File: config.mk
export PLATFORM = sky130hd
export DESIGN_NAME = fetch_unit
export DESIGN_NICKNAME = d
export VERILOG_FILES = /design/src/rtl/fetch_unit.sv
export SDC_FILE = /design/constraint.sdc
export NUM_CORES = 1
export LEC_CHECK = 0
export CORE_ASPECT_RATIO = 0.75
export CORE_UTILIZATION = 30
export CTS_CLUSTER_DIAMETER = 60
export DETAILED_ROUTE_END_ITERATION = 7
export GPL_TIMING_DRIVEN = 0
export SYNTH_ARGS = -nofsm -noshare
export SYNTH_HDL_FRONTEND = slang
export SYNTH_SLANG_ARGS = --single-unit
export TNS_END_PERCENT = 1
File: constraint.sdc
create_clock -name clk -period 1.95 [get_ports clk]
set_input_delay 0.39 -clock clk [delete_from_list [all_inputs] [get_ports clk]]
set_output_delay 0.39 -clock clk [all_outputs]
set_load 0.005 [all_outputs]
File: src/rtl/fetch_unit.sv
// fetch_unit: instruction fetch stage.
// Requests an instruction word at the current PC, holds it in the
// instruction register until decode accepts it, then advances the PC
// (sequentially or to a taken branch target) and counts the accepted
// instructions.
//
// Build option: MISALIGN_TRAP_EN
//   defined   - a taken redirect to a non word-aligned target loads the PC,
//               raises fetch_fault and parks the unit in FAULT until reset.
//   undefined - the low two bits of the target are cleared, fetch_fault is
//               tied low and the FAULT state is not built.
module fetch_unit #(
  parameter logic [31:0] RESET_PC = 32'h0000_0000
) (
  input  logic        clk,
  input  logic        reset,
  // instruction memory port
  output logic        mem_req,
  output logic [31:0] mem_addr,
  input  logic        mem_ready,
  input  logic [31:0] mem_rdata,
  // decode-side handshake
  output logic [31:0] instruction,
  output logic        instr_valid,
  input  logic        decode_ready,
  output logic        IRWrite,
  output logic        PCEn,
  output logic [31:0] pc_out,
  // redirect request
  input  logic        Branch,
  input  logic        Cond_Chk,
  input  logic [31:0] branch_target,
  // status
  output logic [31:0] instr_count,
  output logic        fetch_fault
);

  // Encoded FSM states. S_FAULT is only reachable with the trap enabled;
  // without it the encoding is simply unused and decodes back to IDLE.
  localparam logic [1:0] S_IDLE  = 2'd0;
  localparam logic [1:0] S_REQ   = 2'd1;
  localparam logic [1:0] S_HOLD  = 2'd2;
  localparam logic [1:0] S_FAULT = 2'd3;

  // Instruction register value after reset: addi x0, x0, 0.
  localparam logic [31:0] NOP_INSTR = 32'h0000_0013;

  logic [1:0]  state_q, state_d;
  logic [31:0] pc_q, pc_d;
  logic [31:0] ir_q, ir_d;
  logic        irwrite_q, irwrite_d;
  logic [31:0] count_q, count_d;

  logic        handshake;
  logic        redirect;
  logic [31:0] target_eff;
  logic [31:0] pc_seq;

  // Handshake and redirect qualification; the redirect inputs only matter
  // when decode actually takes the instruction.
  assign handshake = (state_q == S_HOLD) && decode_ready;
  assign redirect  = Branch && Cond_Chk;
  assign pc_seq    = pc_q + 32'd4;

`ifdef MISALIGN_TRAP_EN
  logic fault_q, fault_d;
  logic misaligned;

  // Target is used verbatim; misalignment is trapped instead of repaired.
  assign target_eff  = branch_target;
  assign misaligned  = (branch_target[1:0] != 2'b00);
  assign fetch_fault = fault_q;
`else
  // Without the trap, a misaligned target is silently word-aligned.
  assign target_eff  = branch_target & 32'hFFFF_FFFC;
  assign fetch_fault = 1'b0;
`endif

  // Externally visible signals decode directly from registered state.
  assign mem_req     = (state_q == S_REQ);
  assign mem_addr    = pc_q;
  assign pc_out      = pc_q;
  assign instruction = ir_q;
  assign instr_valid = (state_q == S_HOLD);
  assign IRWrite     = irwrite_q;
  assign instr_count = count_q;
  assign PCEn        = handshake;

  // Next-state logic for the FSM and the datapath registers.
  always_comb begin
    state_d   = state_q;
    pc_d      = pc_q;
    ir_d      = ir_q;
    irwrite_d = 1'b0;
    count_d   = count_q;
`ifdef MISALIGN_TRAP_EN
    fault_d   = fault_q;
`endif
    case (state_q)
      S_IDLE: begin
        state_d = S_REQ;
      end
      S_REQ: begin
        // Memory data is only captured here; elsewhere it is ignored.
        if (mem_ready) begin
          ir_d      = mem_rdata;
          irwrite_d = 1'b1;
          state_d   = S_HOLD;
        end
      end
      S_HOLD: begin
        if (decode_ready) begin
          count_d = count_q + 32'd1;
          state_d = S_REQ;
          if (redirect) begin
            pc_d = target_eff;
`ifdef MISALIGN_TRAP_EN
            if (misaligned) begin
              state_d = S_FAULT;
              fault_d = 1'b1;
            end
`endif
          end else begin
            pc_d = pc_seq;
          end
        end
      end
`ifdef MISALIGN_TRAP_EN
      S_FAULT: begin
        // Parked until reset: no requests, nothing presented to decode.
        state_d = S_FAULT;
      end
`endif
      default: begin
        state_d = S_IDLE;
      end
    endcase
  end

  // State and datapath registers; reset wins over every same-cycle event.
  always_ff @(posedge clk) begin
    if (reset) begin
      state_q   <= S_IDLE;
      pc_q      <= RESET_PC;
      ir_q      <= NOP_INSTR;
      irwrite_q <= 1'b0;
      count_q   <= 32'd0;
    end else begin
      state_q   <= state_d;
      pc_q      <= pc_d;
      ir_q      <= ir_d;
      irwrite_q <= irwrite_d;
      count_q   <= count_d;
    end
  end

`ifdef MISALIGN_TRAP_EN
  // Sticky fault flag, cleared only by reset.
  always_ff @(posedge clk) begin
    if (reset) begin
      fault_q <= 1'b0;
    end else begin
      fault_q <= fault_d;
    end
  end
`endif

endmodule

==> results of run 1 <==
-- critical path: cells and delay by family, from the launching register on --
family	cells	cell delay [ns]
AOI/OAI and AO/OA	1	0.14
buffers and inverters	2	0.23
DFF	1	0.35
and+or+nand+nor	4	1.20
-- layer usage --
metal  part of all wire  wire (microns)  up-vias  track usage
met2               0.42            7420      218        0.308
met4              0.014             250        0       0.0571
met1               0.45            7950     2435        0.288
met5                  0               0        -            0
li1                   -               -     2642            -
met3               0.11            1920       17       0.0738
-- state kept, by name, summed over array words and instances (netlist names) --
signal,flops
instr_count,32
instruction,32
mem_addr,30
state_q,2
IRWrite,1
-- synthesized netlist by cell type, types with 4 or more instances --
| cell | number | share of area |
|---|---|---|
| sky130_fd_sc_hd__or3_1 | 5 | 0.0064 |
| sky130_fd_sc_hd__nand3b_1 | 4 | 0.0061 |
| sky130_fd_sc_hd__a32o_1 | 4 | 0.0082 |
| sky130_fd_sc_hd__nor3_1 | 15 | 0.015 |
| sky130_fd_sc_hd__xor2_1 | 7 | 0.013 |
| sky130_fd_sc_hd__o21ai_0 | 22 | 0.022 |
| sky130_fd_sc_hd__a21oi_1 | 63 | 0.064 |
| sky130_fd_sc_hd__a21o_1 | 4 | 0.0061 |
| sky130_fd_sc_hd__inv_1 | 7 | 0.0054 |
| sky130_fd_sc_hd__nor4_1 | 14 | 0.018 |
| sky130_fd_sc_hd__nor2_1 | 60 | 0.046 |
| sky130_fd_sc_hd__nand3_1 | 29 | 0.030 |
| sky130_fd_sc_hd__and4_1 | 7 | 0.013 |
| sky130_fd_sc_hd__nand4_1 | 13 | 0.017 |
| sky130_fd_sc_hd__buf_4 | 35 | 0.054 |
| sky130_fd_sc_hd__clkbuf_1 | 30 | 0.023 |
| sky130_fd_sc_hd__nand2_1 | 119 | 0.091 |
| sky130_fd_sc_hd__and2_1 | 5 | 0.0064 |
| sky130_fd_sc_hd__and3_1 | 11 | 0.014 |
| sky130_fd_sc_hd__a31oi_1 | 9 | 0.011 |
| sky130_fd_sc_hd__or4_1 | 6 | 0.0092 |
| sky130_fd_sc_hd__a22oi_1 | 5 | 0.0077 |
| sky130_fd_sc_hd__xnor2_1 | 19 | 0.034 |
| sky130_fd_sc_hd__buf_1 | 4 | 0.0031 |
| sky130_fd_sc_hd__dfxtp_1 | 97 | 0.40 |
-- worst min path at each step --
stage / from / endpoint / slack (ns) / cells past startpoint
after CTS: instruction[9] / instruction[9] / 0.46 / 2
after detailed placement: instruction[9] / instruction[9] / 0.45 / 2
final: instruction[25] / instruction[25] / 0.45 / 2
after floorplan: instruction[10] / instruction[10] / 0.45 / 2
after global placement: instruction[20] / instruction[20] / 0.44 / 2
after global routing: instruction[25] / instruction[25] / 0.48 / 2
-- cell usage in the layout, fill, tap and decap left out, drive strengths merged, types with 19 or more instances in the layout --
cell type and count:
buf 52, nand2 119, a21oi 63, nor2 60, clkbuf 40, xnor2 19
o21ai 22, nand3 30, clkdlybuf4s50 192, dfxtp 97
-- where the power goes --
group	total, uW	internal [uW]	switching, uW
registers	2070	2030	44.8
logic	544	305	239
clock network	1850	1040	815
-- layout make-up --
cell class,instances,area [sq um]
buffer,70,472
clock buffer,11,243
clock inverter,5,62.6
fill,1609,8260
inverter,8,30.0
multi-input combinational,466,2690
sequential,97,1990
tap,210,263
timing repair buffer,204,2010
-- stage by stage --
| step | worst slack [ns] | cell area [sq um] |
|---|---|---|
| 3_3_place_gp | -1.71 | 7140 |
| 5_1_grt | -0.138 | 7760 |
| 3_5_place_dp | -1.68 | 7140 |
| 6_report | -0.0463 | 7760 |
| 4_1_cts | -0.0761 | 7630 |
| 2_1_floorplan | 0.0170 | 4930 |
-- repair_timing --
item                                    in CTS  in global routing
pin swaps                                    4                  5
endpoints found under the setup margin      53                 45
resized for setup                           60                 33
buffers inserted                             5                  5
-- cell families (layout without fill, tap and decap cells) --
family	after synthesis	in the layout	synth area share
simple gates	301	301	0.301
compound gates	129	129	0.157
flops	97	97	0.396
buf+inv	79	298	0.0878
mux	3	3	0.00612
other cells	1	5	0.000765
xor+xnor	26	26	0.0464
fa+ha+maj	2	2	0.00510
==> flow_results.xml, run 1 <==
<?xml version="1.0" encoding="UTF-8"?>
<metrics>
  <group name="min_path">
    <metric name="tightest_hold_check_type" unit="">reg -&gt; reg</metric>
  </group>
  <group name="setup_path">
    <metric name="timing.critical_path.cells" unit="">nand3b_1 -&gt; inv_2 -&gt; buf_6 -&gt; nand3_4 -&gt; or4_4 -&gt; or3_1 -&gt; a21oi_2</metric>
    <metric name="crit_required" unit="ns">2.22</metric>
    <metric name="cp_data_arrival_time" unit="ns">2.27</metric>
    <metric name="crit_path_max_fanout" unit="">7</metric>
    <metric name="worstSetupStartpoint" unit="">state_q[0]</metric>
    <metric name="critPathLaunchType" unit="">register</metric>
    <metric name="reg2reg_depth" unit="">7</metric>
    <metric name="timing.reg2reg.setup_slack" unit="ns">-0.05</metric>
    <metric name="crit_path_max_cell_delay" unit="ns">0.52</metric>
    <metric name="critPathCapture" unit="">instr_count[29]</metric>
    <metric name="cp-end-kind" unit="">register</metric>
    <metric name="critical_path.reg2reg.startpoint" unit="">state_q[0]</metric>
    <metric name="criticalPathCategory" unit="">reg -&gt; reg</metric>
    <metric name="crit_slowest_cell" unit="">sky130_fd_sc_hd__or4_4</metric>
    <metric name="rr_endpoint" unit="">instr_count[29]</metric>
  </group>
  <group name="final_layout">
    <metric name="insertedDiodeCount" unit="">0</metric>
    <metric name="finalNetCount" unit="">928</metric>
    <metric name="layout.cells.non_filler" unit="">1071</metric>
    <metric name="final_layout_size_suffix_gt1_frac" unit="">0.164</metric>
    <metric name="postLayoutCoreUtil" unit="">0.484</metric>
    <metric name="syn2layout_area_growth" unit="%">58.2</metric>
  </group>
  <group name="detailed_routing">
    <metric name="initialDrtViolationCount" unit="">313</metric>
    <metric name="ant_nets_after_route" unit="">0</metric>
    <metric name="drt_first_pass_iters" unit="">5</metric>
    <metric name="route.vias.total" unit="">5312</metric>
    <metric name="drc" unit="">0</metric>
    <metric name="detail_route.vias_per_cell" unit="">4.96</metric>
    <metric name="wire_per_inst" unit="microns">16.4</metric>
    <metric name="postRouteWirelength" unit="microns">17500</metric>
  </group>
  <group name="global_routing">
    <metric name="grt.total_usage" unit="">0.209</metric>
    <metric name="grt_pass1_wl" unit="microns">27300</metric>
    <metric name="grt_antenna_before_repair" unit="">0</metric>
    <metric name="vias_in_the_first_global_route" unit="">4891</metric>
    <metric name="gr-total-overflow" unit="">0</metric>
    <metric name="grt_start_max_net_pins" unit="">17</metric>
  </group>
  <group name="floorplan">
    <metric name="core_area" unit="sq um">16000</metric>
    <metric name="die_height" unit="microns">113</metric>
    <metric name="initial_core_util" unit="">0.306</metric>
    <metric name="design.portCount" unit="">203</metric>
    <metric name="floorplan.die_area" unit="sq um">16900</metric>
    <metric name="die_w" unit="microns">150</metric>
    <metric name="placementRows" unit="">40</metric>
  </group>
  <group name="timing">
    <metric name="final_number_of_max_transition_violations" unit="">0</metric>
    <metric name="post-route-worst-setup-slack" unit="ns">-0.0463</metric>
    <metric name="setup_tns" unit="ns">-0.0784</metric>
    <metric name="timing.max_slew.rel_slack" unit="">0.545</metric>
    <metric name="period_share" unit="">1.02</metric>
    <metric name="rsz0062_at_grt" unit="">true</metric>
    <metric name="timing.clock.skew" unit="ns">0.0112</metric>
    <metric name="finalWorstPathRequiredPeriod" unit="ns">2.00</metric>
    <metric name="finalSetupViolCount" unit="">3</metric>
    <metric name="worstMarginPinSlew" unit="ns">0.683</metric>
    <metric name="fmax" unit="MHz">501</metric>
    <metric name="hold_viol_final" unit="">0</metric>
    <metric name="hold_ws" unit="ns">0.454</metric>
  </group>
  <group name="placement">
    <metric name="numPortBuffers" unit="">194</metric>
    <metric name="post-dp-hpwl" unit="microns">12700</metric>
    <metric name="routabilityCongestion" unit="">0.833</metric>
    <metric name="placedCellCount" unit="">1046</metric>
  </group>
  <group name="yosys">
    <metric name="yosys_most_used_dff" unit="">sky130_fd_sc_hd__dfxtp_1</metric>
    <metric name="ys.warnings.count" unit="">0</metric>
    <metric name="synth.yosys.seq_area_share" unit="">0.396</metric>
    <metric name="synthesis.instances" unit="">638</metric>
    <metric name="ys_async_sr_fraction" unit="">0</metric>
    <metric name="synth.avg_cell_area" unit="sq um">7.69</metric>
    <metric name="count_of_different_cell_masters_after_synthesis" unit="">54</metric>
    <metric name="synth-edff-count" unit="">0</metric>
    <metric name="syn-cell-area" unit="sq um">4900</metric>
    <metric name="synth_seq_cells" unit="">97</metric>
  </group>
  <group name="clock_network">
    <metric name="numCtsBuffers" unit="">9</metric>
    <metric name="clk_transition_reported_paths" unit="ns">0.07</metric>
    <metric name="ctsHoldBuffers" unit="">0</metric>
    <metric name="cts_root_buf" unit="">sky130_fd_sc_hd__clkbuf_16</metric>
    <metric name="clock-sinks" unit="">97</metric>
    <metric name="clock_tree.htree_level_count" unit="">3</metric>
    <metric name="clock_latency" unit="ns">0.35</metric>
    <metric name="cts_tree" unit="">built</metric>
    <metric name="cts.path.max_buffers" unit="">2</metric>
  </group>
  <group name="status">
    <metric name="failed_checks" unit="">negative setup slack</metric>
    <metric name="status" unit="">finished, violations left</metric>
  </group>
  <group name="power">
    <metric name="total_leakage_power" unit="uW">0.00270</metric>
    <metric name="worst_ir_drop_vdd" unit="mV">0.377</metric>
    <metric name="totalPowerFinal" unit="uW">4470</metric>
    <metric name="power.density" unit="nW/um^2">576</metric>
  </group>
  <group name="job">
    <metric name="cap_violations" unit="">0</metric>
  </group>
</metrics>
(Power assumes the default switching activity.)
==> run 2, diff against run 1 <==
--- a/config.mk
+++ b/config.mk
@@ -5,11 +5,15 @@
 export SDC_FILE = /design/constraint.sdc
 export NUM_CORES = 1
 export LEC_CHECK = 0
+export CELL_PAD_IN_SITES_DETAIL_PLACEMENT = 1
+export CELL_PAD_IN_SITES_GLOBAL_PLACEMENT = 2
 export CORE_ASPECT_RATIO = 0.75
-export CORE_UTILIZATION = 30
+export CORE_UTILIZATION = 21
 export CTS_CLUSTER_DIAMETER = 60
 export DETAILED_ROUTE_END_ITERATION = 7
 export GPL_TIMING_DRIVEN = 0
+export PLACE_DENSITY_LB_ADDON = 0.1
+export SLEW_MARGIN = 20
 export SYNTH_ARGS = -nofsm -noshare
 export SYNTH_HDL_FRONTEND = slang
 export SYNTH_SLANG_ARGS = --single-unit
==> run 2 against run 1 <==
  * The flow now finishes without violations
  * Cell area grew 2.9%
  * Sequential share of layout area shrank 0.44 points
  * Combinational power grew 4.2%
  * Critical path depth is the same
  * Clock skew grew 0.0011 ns
  * Via count grew 4.1%
  * Die area grew 42%
  * Fmax grew 4.0%
  * Utilization shrank 14 points
  * Count of clock-buffer cells in the layout is the same
  * Total power shrank 0.51%
==> flow_results.xml, run 2 (synthesized netlist as in run 1, its figures left out) <==
<?xml version="1.0" encoding="UTF-8"?>
<metrics>
  <group name="status">
    <metric name="status" unit="">complete, no violations</metric>
  </group>
  <group name="setup_path">
    <metric name="cp_data_arrival_time" unit="ns">2.20</metric>
    <metric name="critPathLaunchType" unit="">register</metric>
    <metric name="criticalPathCategory" unit="">reg -&gt; reg</metric>
    <metric name="crit_path_max_fanout" unit="">5</metric>
    <metric name="crit_required" unit="ns">2.23</metric>
    <metric name="cp-end-kind" unit="">register</metric>
  </group>
  <group name="detailed_routing">
    <metric name="ant_nets_after_route" unit="">0</metric>
    <metric name="wire_per_inst" unit="microns">18.2</metric>
    <metric name="postRouteWirelength" unit="microns">21400</metric>
    <metric name="drc" unit="">0</metric>
    <metric name="drt_first_pass_iters" unit="">5</metric>
    <metric name="route.vias.total" unit="">5530</metric>
    <metric name="initialDrtViolationCount" unit="">194</metric>
    <metric name="detail_route.vias_per_cell" unit="">4.70</metric>
  </group>
  <group name="floorplan">
    <metric name="core_area" unit="sq um">22900</metric>
    <metric name="initial_core_util" unit="">0.214</metric>
    <metric name="design.portCount" unit="">203</metric>
    <metric name="die_height" unit="microns">134</metric>
    <metric name="floorplan.die_area" unit="sq um">24000</metric>
    <metric name="die_w" unit="microns">178</metric>
    <metric name="placementRows" unit="">48</metric>
  </group>
  <group name="clock_network">
    <metric name="cts.path.max_buffers" unit="">2</metric>
    <metric name="clock-sinks" unit="">97</metric>
    <metric name="clk_transition_reported_paths" unit="ns">0.08</metric>
    <metric name="ctsHoldBuffers" unit="">0</metric>
    <metric name="cts_root_buf" unit="">sky130_fd_sc_hd__clkbuf_16</metric>
    <metric name="cts_tree" unit="">built</metric>
    <metric name="clock_tree.htree_level_count" unit="">3</metric>
    <metric name="clock_latency" unit="ns">0.35</metric>
    <metric name="numCtsBuffers" unit="">9</metric>
  </group>
  <group name="timing">
    <metric name="timing.clock.skew" unit="ns">0.0123</metric>
    <metric name="worstMarginPinSlew" unit="ns">0.817</metric>
    <metric name="finalWorstPathRequiredPeriod" unit="ns">1.92</metric>
    <metric name="finalSetupViolCount" unit="">0</metric>
    <metric name="final_number_of_max_transition_violations" unit="">0</metric>
    <metric name="hold_viol_final" unit="">0</metric>
    <metric name="timing.max_slew.rel_slack" unit="">0.455</metric>
    <metric name="setup_tns" unit="ns">0</metric>
    <metric name="fmax" unit="MHz">521</metric>
    <metric name="period_share" unit="">0.985</metric>
    <metric name="rsz0062_at_grt" unit="">true</metric>
  </group>
  <group name="global_routing">
    <metric name="grt_util_met2" unit="">0.276</metric>
    <metric name="grt_antenna_before_repair" unit="">2</metric>
    <metric name="gr-total-overflow" unit="">0</metric>
    <metric name="grt_pass1_wl" unit="microns">32500</metric>
    <metric name="busiest_layer" unit="">met2</metric>
    <metric name="grt.total_usage" unit="">0.178</metric>
    <metric name="vias_in_the_first_global_route" unit="">5568</metric>
    <metric name="grt_util_met1" unit="">0.247</metric>
    <metric name="grt_start_max_net_pins" unit="">18</metric>
    <metric name="grt_use_met3" unit="">0.0473</metric>
  </group>
  <group name="placement">
    <metric name="routabilityCongestion" unit="">0.804</metric>
    <metric name="placedInstanceArea" unit="sq um">7250</metric>
    <metric name="post-dp-hpwl" unit="microns">15800</metric>
    <metric name="numPortBuffers" unit="">194</metric>
  </group>
  <group name="final_layout">
    <metric name="final_layout_size_suffix_gt1_frac" unit="">0.183</metric>
    <metric name="finalNetCount" unit="">942</metric>
    <metric name="n_fill_cell" unit="">2750</metric>
    <metric name="syn2layout_area_growth" unit="%">62.8</metric>
    <metric name="finalInstanceArea" unit="sq um">7980</metric>
    <metric name="layout_commonest_cell" unit="">sky130_fd_sc_hd__clkdlybuf4s50_1</metric>
    <metric name="mostFrequentLayoutCells" unit="">sky130_fd_sc_hd__clkdlybuf4s50_1 (192), sky130_fd_sc_hd__nand2_1 (117), sky130_fd_sc_hd__dfxtp_1 (63), sky130_fd_sc_hd__a21oi_1 (63), sky130_fd_sc_hd__buf_4 (60)</metric>
  </group>
  <group name="min_path">
    <metric name="tightest_hold_check_type" unit="">in -&gt; reg</metric>
  </group>
  <group name="power">
    <metric name="total_leakage_power" unit="uW">0.00279</metric>
    <metric name="worst_ir_drop_vdd" unit="mV">0.319</metric>
    <metric name="power.density" unit="nW/um^2">557</metric>
    <metric name="totalPowerFinal" unit="uW">4450</metric>
  </group>
  <group name="job">
    <metric name="cap_violations" unit="">0</metric>
  </group>
</metrics>
run 2: cell count changes in the layout (fill, tap and decap cells not counted), sizes merged:
cell      delta
buf         +17
clkbuf       -3
inv          +3
bufinv       -1
clkinv       -1
clkinvlp     -1
diode        +1
run 2: worst paths after layout:
| path | start | to | slack (ns) | cells after the start |
|---|---|---|---|---|
| max | state_q[0] | instr_count[29] | 0.03 | 7 |
| max reg2reg | state_q[0] | instr_count[29] | 0.03 | 7 |
| min | decode_ready | state_q[0] | 0.46 | 3 |
| min reg2reg | instruction[13] | instruction[13] | 0.46 | 2 |
run 2: where the power goes:
group / internal, uW / total (uW) / switching [uW]
logic: 310 / 567 / 257
registers: 2020 / 2070 / 48.1
clock network: 927 / 1810 / 886
run 2: layout make-up:
class / count / area (sq um) / area share
inverters: 8 / 30.0 / 0.00376
clock inverters: 5 / 45.0 / 0.00564
flip-flops and latches: 97 / 2010 / 0.252
plain buffers: 70 / 480 / 0.0602
diodes: 1 / 2.50 / 0.000313
multi-input cells: 466 / 2680 / 0.335
clock buffers: 11 / 243 / 0.0304
repair buffers: 218 / 2120 / 0.266
well taps: 300 / 375 / 0.0470
run 2: per-layer routing:
layer  wire, microns  up-vias
met2            9700      145
met1           10200     2702
met5               0        -
met3            1370       12
met4             138        0
li1                -     2671
run 2: timing repair:
action,4_1_cts,5_1_grt
setup endpoints to repair,62,37
gates resized for setup,76,36
setup buffers,10,14
hold endpoints to repair,0,0
pin swaps,11,7
run 2: through the flow:
stage / setup WS (ns) / utilization / hold WS (ns) / std cells
2_1_floorplan: 0.0170 / - / 0.453 / 642
3_3_place_gp: -1.91 / 0.316 / 0.441 / 1136
3_5_place_dp: -1.96 / 0.316 / 0.450 / 1136
4_1_cts: -0.0875 / 0.340 / 0.443 / 1161
5_1_grt: -0.0517 / 0.348 / 0.470 / 1175
6_report: 0.0297 / 0.348 / 0.459 / 1176
run 2: worst max-delay path: stages, from the launching register on:
cell,delay (ns)
sky130_fd_sc_hd__dfxtp_2,0.34
sky130_fd_sc_hd__nand3b_1,0.21
sky130_fd_sc_hd__inv_2,0.10
sky130_fd_sc_hd__buf_6,0.12
sky130_fd_sc_hd__nand3_4,0.09
sky130_fd_sc_hd__or4_4,0.51
sky130_fd_sc_hd__or3_1,0.32
sky130_fd_sc_hd__a21oi_1,0.14
